**src/rtl/soc_mem_arbiter_if.sv**
```systemverilog
`default_nettype none
// ============================================================================
// Module      : soc_mem_arbiter_if
// Description : Bus bundle between the requesting masters / data RAM and the
//               soc_mem_arbiter. The "slave" modport is the arbiter's view.
//               The "master" modport is the environment's view, which covers
//               the requesting masters and the RAM instance.
//   m_req_i      per-master request
//   m_we_i       per-master write (1) / read (0)
//   m_lock_i     per-master lock (keep grant next cycle)
//   m_addr_i     packed addresses, master k at [k*ADDR_W +: ADDR_W]
//   m_wdata_i    packed write data, master k at [k*DATA_W +: DATA_W]
//   m_gnt_o      one-hot grant
//   m_rvalid_o   one-hot read-data-valid
//   m_rdata_o    shared read data, qualified by m_rvalid_o
//   mem_*        RAM read/write port
// Revision    : 1.0 - initial release
// ============================================================================
interface soc_mem_arbiter_if #(
    parameter int NUM_MASTERS = 2,
    parameter int ADDR_W      = 32,
    parameter int DATA_W      = 32
);
    logic [NUM_MASTERS-1:0]        m_req_i;
    logic [NUM_MASTERS-1:0]        m_we_i;
    logic [NUM_MASTERS-1:0]        m_lock_i;
    logic [NUM_MASTERS*ADDR_W-1:0] m_addr_i;
    logic [NUM_MASTERS*DATA_W-1:0] m_wdata_i;
    logic [NUM_MASTERS-1:0]        m_gnt_o;
    logic [NUM_MASTERS-1:0]        m_rvalid_o;
    logic [DATA_W-1:0]             m_rdata_o;
    logic                          mem_r_ena_o;
    logic [ADDR_W-1:0]             mem_r_addr_o;
    logic                          mem_w_ena_o;
    logic [ADDR_W-1:0]             mem_w_addr_o;
    logic [DATA_W-1:0]             mem_w_data_o;
    logic [DATA_W-1:0]             mem_r_data_i;

    modport slave (
        input  m_req_i, m_we_i, m_lock_i, m_addr_i, m_wdata_i, mem_r_data_i,
        output m_gnt_o, m_rvalid_o, m_rdata_o,
               mem_r_ena_o, mem_r_addr_o, mem_w_ena_o, mem_w_addr_o, mem_w_data_o
    );

    modport master (
        output m_req_i, m_we_i, m_lock_i, m_addr_i, m_wdata_i, mem_r_data_i,
        input  m_gnt_o, m_rvalid_o, m_rdata_o,
               mem_r_ena_o, mem_r_addr_o, mem_w_ena_o, mem_w_addr_o, mem_w_data_o
    );
endinterface
`default_nettype wire

```
**src/rtl/soc_mem_arbiter.sv**
```systemverilog
`default_nettype none
// ============================================================================
// Module      : soc_mem_arbiter
// Description : N-master to single RAM port arbiter. Round-robin selection
//               with an optional per-master lock for atomic read-modify-write
//               sequences and a global hold. Reads are tracked through an
//               RD_LAT-deep tag pipeline so each response is steered back to
//               the master that issued it. One command per cycle, fully
//               pipelined.
// Ports       :
//   clk_100MHz  in   system clock
//   arst        in   asynchronous active-high reset, also gates all outputs
//   hold_i      in   suppress new grants (in-flight reads still complete)
//   bus         if   soc_mem_arbiter_if.slave (masters + RAM port)
//   busy_o      out  1 while any read is in flight
// Revision    : 1.0 - initial release
// ============================================================================
module soc_mem_arbiter #(
    parameter int NUM_MASTERS = 2,
    parameter int ADDR_W      = 32,
    parameter int DATA_W      = 32,
    parameter int RD_LAT      = 1
) (
    input  logic              clk_100MHz,
    input  logic              arst,
    input  logic              hold_i,
    soc_mem_arbiter_if.slave  bus,
    output logic              busy_o
);

    localparam int               IDX_W      = (NUM_MASTERS > 1) ? $clog2(NUM_MASTERS) : 1;
    localparam logic [IDX_W-1:0] C_LAST_IDX = IDX_W'(NUM_MASTERS - 1);
    localparam logic [IDX_W-1:0] C_ONE      = IDX_W'(1);

    // ------------------------------------------------------------------
    // State
    // ------------------------------------------------------------------
    logic [IDX_W-1:0]             ptr_q,      ptr_d;
    logic                         lock_vld_q, lock_vld_d;
    logic [IDX_W-1:0]             lock_id_q,  lock_id_d;
    logic [RD_LAT-1:0]            tag_vld_q,  tag_vld_d;
    logic [RD_LAT-1:0][IDX_W-1:0] tag_id_q,   tag_id_d;

    // ------------------------------------------------------------------
    // Arbitration
    // ------------------------------------------------------------------
    logic              w_lock_hit;
    logic              w_found;
    logic              w_gnt_vld;
    logic [IDX_W-1:0]  w_gnt_idx;
    logic [IDX_W-1:0]  w_cand;
    logic              w_sel_we;
    logic              w_sel_lock;
    logic [ADDR_W-1:0] w_sel_addr;
    logic [DATA_W-1:0] w_sel_wdata;
    logic              w_rsp_vld;

    always_comb begin : arbitrate
        // A valid lock owner that keeps requesting wins outright.
        w_lock_hit = lock_vld_q && bus.m_req_i[lock_id_q];

        // Round-robin scan starting at the pointer; the candidate index
        // wraps explicitly so non-power-of-two master counts stay in range.
        w_found   = 1'b0;
        w_gnt_idx = '0;
        w_cand    = ptr_q;
        for (int i = 0; i < NUM_MASTERS; i++) begin
            if (!w_found && bus.m_req_i[w_cand]) begin
                w_found   = 1'b1;
                w_gnt_idx = w_cand;
            end
            w_cand = (w_cand == C_LAST_IDX) ? '0 : w_cand + C_ONE;
        end
        if (w_lock_hit) begin
            w_gnt_idx = lock_id_q;
        end

        w_gnt_vld = !arst && !hold_i && w_found;

        // Command mux for the selected master.
        w_sel_we    = 1'b0;
        w_sel_lock  = 1'b0;
        w_sel_addr  = '0;
        w_sel_wdata = '0;
        for (int k = 0; k < NUM_MASTERS; k++) begin
            if (w_gnt_idx == IDX_W'(k)) begin
                w_sel_we    = bus.m_we_i[k];
                w_sel_lock  = bus.m_lock_i[k];
                w_sel_addr  = bus.m_addr_i[k*ADDR_W +: ADDR_W];
                w_sel_wdata = bus.m_wdata_i[k*DATA_W +: DATA_W];
            end
        end
    end

    // ------------------------------------------------------------------
    // Outputs (all forced low while reset is asserted)
    // ------------------------------------------------------------------
    always_comb begin : drive_outputs
        w_rsp_vld = !arst && tag_vld_q[RD_LAT-1];

        bus.m_gnt_o    = '0;
        bus.m_rvalid_o = '0;
        for (int k = 0; k < NUM_MASTERS; k++) begin
            bus.m_gnt_o[k]    = w_gnt_vld && (w_gnt_idx == IDX_W'(k));
            bus.m_rvalid_o[k] = w_rsp_vld && (tag_id_q[RD_LAT-1] == IDX_W'(k));
        end
        bus.m_rdata_o    = w_rsp_vld ? bus.mem_r_data_i : '0;

        bus.mem_r_ena_o  = w_gnt_vld && !w_sel_we;
        bus.mem_r_addr_o = (w_gnt_vld && !w_sel_we) ? w_sel_addr  : '0;
        bus.mem_w_ena_o  = w_gnt_vld &&  w_sel_we;
        bus.mem_w_addr_o = (w_gnt_vld &&  w_sel_we) ? w_sel_addr  : '0;
        bus.mem_w_data_o = (w_gnt_vld &&  w_sel_we) ? w_sel_wdata : '0;

        busy_o = !arst && (|tag_vld_q);
    end

    // ------------------------------------------------------------------
    // Next state
    // ------------------------------------------------------------------
    always_comb begin : next_state
        ptr_d      = ptr_q;
        lock_vld_d = lock_vld_q;
        lock_id_d  = lock_id_q;

        if (w_gnt_vld) begin
            // Locked grants do not advance the pointer, so fairness resumes
            // from where it was once the lock is released.
            if (!w_lock_hit) begin
                ptr_d = (w_gnt_idx == C_LAST_IDX) ? '0 : w_gnt_idx + C_ONE;
            end
            lock_vld_d = w_sel_lock;
            lock_id_d  = w_gnt_idx;
        end else if (lock_vld_q && !bus.m_req_i[lock_id_q]) begin
            // Owner walked away (also during hold): release the lock.
            lock_vld_d = 1'b0;
        end

        // Tag pipeline shifts every cycle regardless of hold.
        tag_vld_d = tag_vld_q;
        tag_id_d  = tag_id_q;
        for (int i = RD_LAT - 1; i > 0; i--) begin
            tag_vld_d[i] = tag_vld_q[i-1];
            tag_id_d[i]  = tag_id_q[i-1];
        end
        tag_vld_d[0] = w_gnt_vld && !w_sel_we;
        tag_id_d[0]  = w_gnt_idx;
    end

    always_ff @(posedge clk_100MHz or posedge arst) begin
        if (arst) begin
            ptr_q      <= '0;
            lock_vld_q <= 1'b0;
            lock_id_q  <= '0;
            tag_vld_q  <= '0;
            tag_id_q   <= '0;
        end else begin
            ptr_q      <= ptr_d;
            lock_vld_q <= lock_vld_d;
            lock_id_q  <= lock_id_d;
            tag_vld_q  <= tag_vld_d;
            tag_id_q   <= tag_id_d;
        end
    end

endmodule
`default_nettype wire

```
**src/flat_wrapper.sv**
```systemverilog
// flat-port wrapper written by rule: the top's interface ports become plain ports
module soc_mem_arbiter_flat 
#(
    parameter int NUM_MASTERS = 2,
    parameter int ADDR_W      = 32,
    parameter int DATA_W      = 32,
    parameter int RD_LAT      = 1
)
  (clk_100MHz, arst, hold_i, busy_o, bus_m_req_i, bus_m_we_i, bus_m_lock_i, bus_m_addr_i, bus_m_wdata_i, bus_mem_r_data_i, bus_m_gnt_o, bus_m_rvalid_o, bus_m_rdata_o, bus_mem_r_ena_o, bus_mem_r_addr_o, bus_mem_w_ena_o, bus_mem_w_addr_o, bus_mem_w_data_o);
  soc_mem_arbiter_if #(.NUM_MASTERS(NUM_MASTERS), .ADDR_W(ADDR_W), .DATA_W(DATA_W)) bus_i ();
  input  logic clk_100MHz;
  input  logic arst;
  input  logic hold_i;
  output logic busy_o;
  input wire logic [$bits(bus_i.m_req_i)-1:0] bus_m_req_i;
  input wire logic [$bits(bus_i.m_we_i)-1:0] bus_m_we_i;
  input wire logic [$bits(bus_i.m_lock_i)-1:0] bus_m_lock_i;
  input wire logic [$bits(bus_i.m_addr_i)-1:0] bus_m_addr_i;
  input wire logic [$bits(bus_i.m_wdata_i)-1:0] bus_m_wdata_i;
  input wire logic [$bits(bus_i.mem_r_data_i)-1:0] bus_mem_r_data_i;
  output wire logic [$bits(bus_i.m_gnt_o)-1:0] bus_m_gnt_o;
  output wire logic [$bits(bus_i.m_rvalid_o)-1:0] bus_m_rvalid_o;
  output wire logic [$bits(bus_i.m_rdata_o)-1:0] bus_m_rdata_o;
  output wire logic [$bits(bus_i.mem_r_ena_o)-1:0] bus_mem_r_ena_o;
  output wire logic [$bits(bus_i.mem_r_addr_o)-1:0] bus_mem_r_addr_o;
  output wire logic [$bits(bus_i.mem_w_ena_o)-1:0] bus_mem_w_ena_o;
  output wire logic [$bits(bus_i.mem_w_addr_o)-1:0] bus_mem_w_addr_o;
  output wire logic [$bits(bus_i.mem_w_data_o)-1:0] bus_mem_w_data_o;
  assign bus_i.m_req_i = bus_m_req_i;
  assign bus_i.m_we_i = bus_m_we_i;
  assign bus_i.m_lock_i = bus_m_lock_i;
  assign bus_i.m_addr_i = bus_m_addr_i;
  assign bus_i.m_wdata_i = bus_m_wdata_i;
  assign bus_i.mem_r_data_i = bus_mem_r_data_i;
  assign bus_m_gnt_o = bus_i.m_gnt_o;
  assign bus_m_rvalid_o = bus_i.m_rvalid_o;
  assign bus_m_rdata_o = bus_i.m_rdata_o;
  assign bus_mem_r_ena_o = bus_i.mem_r_ena_o;
  assign bus_mem_r_addr_o = bus_i.mem_r_addr_o;
  assign bus_mem_w_ena_o = bus_i.mem_w_ena_o;
  assign bus_mem_w_addr_o = bus_i.mem_w_addr_o;
  assign bus_mem_w_data_o = bus_i.mem_w_data_o;
  soc_mem_arbiter #(.NUM_MASTERS(NUM_MASTERS), .ADDR_W(ADDR_W), .DATA_W(DATA_W), .RD_LAT(RD_LAT)) u_core (.clk_100MHz(clk_100MHz), .arst(arst), .hold_i(hold_i), .bus(bus_i), .busy_o(busy_o));
endmodule
```
**config.mk**
```make
export PLATFORM = sky130hd
export DESIGN_NAME = soc_mem_arbiter_flat
export DESIGN_NICKNAME = d
export VERILOG_FILES = /design/src/rtl/soc_mem_arbiter_if.sv /design/src/rtl/soc_mem_arbiter.sv /design/src/flat_wrapper.sv
export SDC_FILE = /design/constraint.sdc
export NUM_CORES = 1
export LEC_CHECK = 0
export ABC_AREA = 1
export ABC_CLOCK_PERIOD_IN_PS = 1800
export BUFFER_PORTS_ARGS = -buffer_cell sky130_fd_sc_hd__buf_2
export CAP_MARGIN = 20
export CORE_AREA = 4 4 115 117
export CTS_BUF_LIST = sky130_fd_sc_hd__clkbuf_8 sky130_fd_sc_hd__clkbuf_16
export CTS_CLUSTER_DIAMETER = 80
export CTS_CLUSTER_SIZE = 24
export DETAILED_ROUTE_END_ITERATION = 8
export DIE_AREA = 0 0 119 121
export SLEW_MARGIN = 15
export SYNTH_ARGS = -nofsm -noshare
export SYNTH_HDL_FRONTEND = slang
export SYNTH_SLANG_ARGS = --single-unit
```
**constraint.sdc**
```tcl
create_clock -name clk_100MHz -period 1.8 [get_ports clk_100MHz]
set_input_delay 0.27 -clock clk_100MHz [delete_from_list [all_inputs] [get_ports clk_100MHz]]
set_output_delay 0.27 -clock clk_100MHz [all_outputs]
set_load 0.005 [all_outputs]
```
==> out/results.tsv, run 1 <==
stage	metric	value	unit
worst_setup_path	Crit path arrival time	1730	ps
logic_synthesis	area leader, netlist	inv_1	
layout	n_diodes	0	
logic_synthesis	Post-synth ARST share	100	%
sta	Max Transition Viols Final	0	
clock_network	cts bufs inserted	3	
power_and_ir_drop	Final Power	1.94	mW
clock_network	clock slew at reported path FFs	30	ps
logic_synthesis	share of the synthesized area in the top cell type	23.1	%
floorplanning	total core area	12400	sq um
floorplanning	die height	121	microns
worst_setup_path	most used cell, CP	nand3_4	
route	Total Wirelength	12.4	mm
clock_network	CTS Sinks	5	
power_and_ir_drop	P_leak	3.49	nW
worst_setup_path	r2r worst-path depth	7	
sta	RSZ-0062 raised after global routing	yes	
floorplanning	IO Count	304	
outcome	violated checks	setup timing	
min_path	hold_sp	bus_m_lock_i[1]	
logic_synthesis	unique cell type count in the Yosys netlist	15	
sta	relative slew slack	77.0	%
sta	Final Skew	0.219	ps
grt	initial antenna violation count	0	
logic_synthesis	top-count cell post-synth	inv_1	
route	Iteration-0 DRC Markers	152	
logic_synthesis	Syn Area/Cell	4.27	sq um
worst_setup_path	Critical Path, Cell by Cell	inv_2, nand2_2, nand3_4, nand2_4, buf_6, nand3_4, nand3_4, buf_12, nor2_1, buf_2	
layout	Final Util	37.6	%
sta	fmax	0.499	GHz
layout	layout cells sized above 1	45.0	%
route	met3 WL	1.04	mm
grt	global-route wire length before repair	18.7	mm
sta	crit share post-route	111	%
clock_network	CTS Buffer Depth	2	
power_and_ir_drop	pwr dens	418	nW/um^2
clock_network	clock root buffer	clkbuf_16	
layout	fin nets	1014	
worst_setup_path	crit path capture type	primary output	
logic_synthesis	#FFs+latches synth	5	
logic_synthesis	dominant cells by area after synthesis	inv_1, nand2_1, nor2_1, nand3_1, dfrtp_1	
grt	largest net degree at the start of global routing	47	
worst_setup_path	Worst setup SP type	flip-flop	
floorplanning	die width	119	microns
min_path	hold path cells	3	
worst_setup_path	Critical Path RT	1530	ps
min_path	HP Class	input pin to flip-flop	
logic_synthesis	Commonest cells post-synth	inv_1, nand2_1, nor2_1, nand3_1, buf_2	
worst_setup_path	crit path max-delay cell type	dfrtp_1	
logic_synthesis	EDFF count, synth	0	
logic_synthesis	Cell Area, Synth	2260	sq um
layout	number of non-filler instances in the completed layout	1016	
placement	Final Wtd Congestion	0.825	
min_path	Hold Path End	u_core.lock_vld_q	
worst_setup_path	R2R setup slack	350	ps
sta	Setup WS post-layout	-204	ps
power_and_ir_drop	Worst IR Drop VDD	0.224	mV
logic_synthesis	Gate Count Post-Synth	529	
logic_synthesis	Ys Warns	0	
route	DRC viols	0	
route	top sig layer	met4	
route	first-pass iteration count of the detailed router	6	
worst_setup_path	CP Max Fanout	46	
sta	Tmin final	2000	ps
route	Metal-1 WL	4.82	mm
placement	Placed Cells	999	
grt	total grt overflow	0	
logic_synthesis	sequential fraction of the synthesis area	5.53	%
layout	FF/Latch Area	126	sq um
route	met2 WL	6.32	mm
layout	synthesis-to-layout area growth	105	%
outcome	outcome	finished with violations	
floorplanning	total die area	14400	sq um
placement	port bufs	303	
sta	Worst Tran Pin Value	345	ps
worst_setup_path	max incr delay on CP	390	ps
placement	detailed-placement wirelength estimate	9.41	mm
grt	vias in the first global route	3687	
layout	Multi-input gate area	1590	sq um
logic_synthesis	Syn Nets	698	
worst_setup_path	kind of critical path	flip-flop to primary output	
sta	final setup fails	98	
route	vias	4022	
route	remaining antenna violation count after routing	0	
layout	Fill cells	1408	
sta	final hold viol count	0	
floorplanning	Placement Rows	41	
clock_network	CTS tree	built	
route	routed len/inst	12.2	microns
clock_network	clock latency on the worst-skew pair	220	ps
worst_setup_path	reg2reg start	u_core.lock_id_q	
run	max-cap viol count	0	
clock_network	H-Tree Depth	1	
logic_synthesis	most used flip-flop cell after synthesis	dfrtp_1	
grt	Global Route Usage Sum	15.8	%
worst_setup_path	RR Endpoint	u_core.lock_vld_q	
route	Via density	3.96	
floorplanning	initial core utilization	18.3	%
sta	final setup TNS	-13230	ps
-- report_power, final --
group	total, mW	leakage, nW	switching [mW]	internal, mW
Clock	0.351	0.0423	0.0645	0.287
Sequential	0.153	0.0627	0.0203	0.132
Combinational	1.44	3.39	0.759	0.680
Total	1.94	3.49	0.844	1.10
-- how the worst max path moves through the flow --
stage | to | slack (ps) | startpoint
after floorplan | bus_mem_w_addr_o[22] | 260 | u_core.lock_id_q
after global placement | bus_mem_r_addr_o[20] | 30 | bus_m_req_i[0]
after detailed placement | bus_mem_w_addr_o[7] | -7 | u_core.lock_id_q
after CTS | bus_mem_w_addr_o[3] | -170 | u_core.lock_id_q
after global routing | bus_mem_w_addr_o[23] | -310 | u_core.lock_id_q
final | bus_mem_w_addr_o[3] | -200 | u_core.lock_id_q
-- registers in the layout, indices dropped and copies added (netlist names) --
signal / count
u_core.lock_id_q: 1
u_core.lock_vld_q: 1
u_core.ptr_q: 1
u_core.tag_id_q: 1
u_core.tag_vld_q: 1
-- logic make-up (layout without fill, tap and decap cells) --
logic type             after synthesis  count (layout)  share of synthesized area, %
AND/OR/NAND/NOR                    350             350                          63.5
AO/OA/AOI/OAI                        3               3                         0.664
flip-flops                           5               5                          5.53
buffers and inverters              171             486                          30.3
-- layout make-up --
type | instances | area share (%)
clock inverters | 1 | 0.0808
flip-flops and latches | 5 | 2.72
repair buffers | 342 | 45.3
multi-input cells | 353 | 34.2
clock buffers | 3 | 1.62
inverters | 140 | 11.4
well taps | 172 | 4.63
-- per-stage QoR --
stage	worst slack [ps]	hold WS (ps)	area, sq um
after CTS	-173	309	4580
final	-204	312	4650
after floorplan	256	56.7	2260
after global placement	29.3	222	4110
after global routing	-309	334	4650
after detailed placement	-7.04	220	4110
-- repair_timing --
item                                    4_1_cts  5_1_grt
buffers inserted                              6        1
gates resized for setup                      37       18
endpoints found under the setup margin       99       99
hold buffers                                  1        0
endpoints found under the hold margin         5        0
pin swaps                                     4        1
cloned                                        6        0
-- metal layers --
metal / track usage [%] / vias up
li1: - / 2136
met2: 30.2 / 192
met4: 3.55 / 0
met1: 17.8 / 1684
met3: 3.31 / 10
met5: 0 / -
-- cells in the final DEF (no fill, tap or decap) --
cell / synthesis / routed
nand2_2: 3 / 2
clkbuf_16: 0 / 3
nor2_2: 0 / 15
nand3_4: 0 / 5
buf_16: 0 / 3
nand2_1: 135 / 133
dfrtp_1: 5 / 4
buf_4: 6 / 15
clkinv_4: 0 / 1
buf_12: 0 / 10
dlygate4sd3_1: 0 / 1
nor2_1: 134 / 119
buf_2: 16 / 302
o21ai_2: 0 / 1
dfrtp_2: 0 / 1
nand2_4: 0 / 3
inv_1: 139 / 138
bufbuf_16: 0 / 3
o21ai_0: 2 / 2
nor3_4: 1 / 1
nand3_1: 75 / 67
nand3_2: 1 / 4
inv_2: 1 / 2
buf_6: 0 / 8
or2_2: 1 / 1
-- worst max-delay path, delay by kind of cell (launching register included) --
| kind | cells | cell delay (ps) |
|---|---|---|
| buf+inv | 4 | 550 |
| flops | 1 | 390 |
| simple gates | 6 | 530 |
Note: power is estimated with default switching activity, not from simulation.
==> run 2, diff against run 1 <==
--- a/config.mk
+++ b/config.mk
@@ -15,7 +15,9 @@
 export CTS_CLUSTER_SIZE = 24
 export DETAILED_ROUTE_END_ITERATION = 8
 export DIE_AREA = 0 0 119 121
+export SETUP_SLACK_MARGIN = 0.3
 export SLEW_MARGIN = 15
 export SYNTH_ARGS = -nofsm -noshare
 export SYNTH_HDL_FRONTEND = slang
 export SYNTH_SLANG_ARGS = --single-unit
+export TNS_END_PERCENT = 30
==> run 2 against run 1 <==
  * The flow still finishes with violations (setup timing)
  * Register-to-register slack improved by 40 ps
  * Worst setup slack better by 3.2 ps
  * Worst hold slack got worse by 250 ps
  * Final cell count down 0.98%
  * Global-route usage down 1.3 points
  * Sequential cell count stayed put
  * Critical path type unchanged
==> out/results.tsv, run 2 (synthesis gave the netlist of run 1 again) <==
stage	metric	value	unit	change
sta	Tmin final	2000	ps	about the same
worst_setup_path	crit path capture type	primary output		unchanged
layout	most frequent cells in the layout	buf_2, inv_1, nand2_1, nor2_1, nand3_1		unchanged
placement	dpl ws	-0.0259	ps	was -7.04 ps
sta	crit share post-route	111	%	about the same
grt	initial antenna violation count	0		unchanged
placement	Placed Cells	987		was 999
power_and_ir_drop	Cell Int Power	1.04	mW	was 1.10 mW
layout	commonest non-fill, non-tap cell in the layout	buf_2		unchanged
sta	Setup WS post-layout	-201	ps	was -204 ps
route	Via density	4.02		was 3.96
sta	Worst Tran Pin Value	278	ps	was 345 ps
sta	final hold viol count	0		unchanged
power_and_ir_drop	switch share	45.2	%	was 43.4%
layout	layout cells sized above 1	47.2	%	was 45.0%
layout	number of non-filler instances in the completed layout	1006		was 1,016
power_and_ir_drop	pwr dens	411	nW/um^2	was 418 nW/um^2
sta	RSZ-0062 raised after global routing	yes		unchanged
sta	final setup fails	98		unchanged
power_and_ir_drop	P_leak	3.43	nW	was 3.49 nW
floorplanning	die width	119	microns	unchanged
route	DRC viols	0		unchanged
sta	Final Skew	1.72	ps	was 0.219 ps
worst_setup_path	end point of the critical path	bus_mem_w_data_o[3]		was bus_mem_w_addr_o[3]
clock_network	CTS Sinks	5		unchanged
sta	Fin Hold WS	66.6	ps	was 312 ps
min_path	HP Class	input pin to async pin		was input pin to flip-flop
placement	Final Wtd Congestion	0.820		was 0.825
sta	Max Transition Viols Final	0		unchanged
worst_setup_path	R2R setup slack	390	ps	was 350 ps
floorplanning	initial core utilization	18.3	%	unchanged
clock_network	Hold Buf Count CTS	0		was 1
grt	total grt overflow	0		unchanged
worst_setup_path	reg2reg start	u_core.lock_id_q		unchanged
grt	vias in the first global route	3654		was 3,687
layout	n_diodes	0		unchanged
route	Total Wirelength	12.0	mm	was 12.4 mm
power_and_ir_drop	clock group share of total power	18.5	%	was 18.1%
power_and_ir_drop	Comb power frac	73.5	%	was 74.1%
worst_setup_path	Worst setup SP type	flip-flop		unchanged
route	remaining antenna violation count after routing	0		unchanged
sta	fmax	0.500	GHz	was 0.499 GHz
clock_network	clock latency on the worst-skew pair	220	ps	about the same
outcome	violated checks	setup timing		unchanged
power_and_ir_drop	Worst IR Drop VDD	0.287	mV	was 0.224 mV
floorplanning	die height	121	microns	unchanged
worst_setup_path	r2r worst-path depth	8		was 7
clock_network	H-Tree Depth	1		unchanged
route	Iteration-0 DRC Markers	180		was 152
floorplanning	Placement Rows	41		unchanged
clock_network	cts bufs inserted	3		unchanged
worst_setup_path	RR Endpoint	u_core.tag_vld_q		was u_core.lock_vld_q
grt	GRT Max-Usage Layer	met2		unchanged
layout	Fill cells	1409		was 1,408
worst_setup_path	Worst Setup SP	u_core.lock_id_q		unchanged
layout	synthesis-to-layout area growth	105	%	about the same
worst_setup_path	Critical Path RT	1530	ps	about the same
worst_setup_path	CP Max Fanout	5		was 46
grt	largest net degree at the start of global routing	38		was 47
run	max-cap viol count	0		unchanged
route	vias	4042		was 4,022
grt	GR Layer Usage met1	17.2	%	was 17.8%
route	first-pass iteration count of the detailed router	5		was 6
grt	Global Route Usage Sum	14.5	%	was 15.8%
clock_network	clock slew at reported path FFs	30	ps	about the same
grt	global-route wire length before repair	17.4	mm	was 18.7 mm
power_and_ir_drop	Flop pwr share	8.0	%	was 7.9%
power_and_ir_drop	P_sw	859	uW	was 844 uW
placement	port bufs	303		unchanged
clock_network	CTS tree	built		unchanged
grt	M3 GR Usage	2.52	%	was 3.31%
floorplanning	total die area	14400	sq um	unchanged
route	routed len/inst	12.0	microns	was 12.2 microns
clock_network	clock root buffer	clkbuf_16		unchanged
clock_network	CTS Buffer Depth	2		unchanged
grt	grt met2 use	27.6	%	was 30.2%
layout	fin nets	1004		was 1,014
floorplanning	IO Count	304		unchanged
placement	detailed-placement wirelength estimate	8.62	mm	was 9.41 mm
sta	relative slew slack	81.4	%	was 77.0%
worst_setup_path	kind of critical path	flip-flop to primary output		unchanged
floorplanning	total core area	12400	sq um	unchanged
worst_setup_path	Crit path arrival time	1730	ps	about the same
outcome	outcome	finished with violations		unchanged
## run 2: cell types whose count changed in the layout (fill, tap and decap cells not counted), sizes merged
cell	before	now
clkbuf	3	6
bufbuf	3	0
dlygate4sd3	1	0
clkinv	1	0
buf	338	329
inv	140	141
## run 2: what timing repair did
item | in CTS | in global routing
gates resized for setup | 19 | 46
pin swaps | 0 | 7
setup endpoints to repair | 100 | 111
gates cloned | 4 | 4
buffers inserted | 6 | 1
## run 2: power by group through the flow
stage          logic, mW  clock network, mW  registers (mW)
3_3_place_gp        1.18                  0           0.147
6_report            1.40              0.351           0.151
5_1_grt             1.56              0.368           0.154
4_1_cts             1.31              0.355           0.150
3_5_place_dp        1.19                  0           0.147
2_1_floorplan      0.676                  0           0.143
## run 2: worst max-delay path, cell delays in order (launching register included)
cell	delay, ps
dfrtp_1	400
inv_2	100
nand2_2	70
nand3_4	100
nand2_4	100
nand3_4	80
nand3_4	110
buf_8	170
clkbuf_16	170
nor2_2	80
buf_2	110
## run 2: worst min path at each step
stage	slack [ps]	from	cells after the start	endpoint
global placement	320	arst	3	u_core.ptr_q
CTS	70	arst	3	u_core.ptr_q
global route	90	arst	3	u_core.ptr_q
detailed placement	300	arst	3	u_core.lock_id_q
finish	70	arst	3	u_core.ptr_q
floorplan	60	arst	1	u_core.lock_id_q
## run 2: area by class of cell
class	count	area, sq um	area share, %
sequential	5	125	2.70
timing repair buffer	332	2010	43.5
clock buffer	3	75.1	1.62
tap	172	215	4.65
multi-input combinational	353	1670	36.1
inverter	140	526	11.4
clock inverter	1	3.75	0.0811
## run 2: per-stage QoR
stage	total power, mW	utilization, %	area (sq um)	TNS, ps
after floorplan	0.819	-	2300	0
after global placement	1.33	33.1	4090	-53.9
after detailed placement	1.33	33.1	4090	-0.0259
after CTS	1.82	35.6	4400	-10430
after global routing	2.09	37.4	4630	-23610
final	1.90	37.4	4630	-14110
## run 2: metal layers
layer  wire, microns  vias to the layer above
met5               0                        -
met4              92                        0
met3             988                        8
met2            6060                      204
met1            4910                     1718
li1                -                     2112
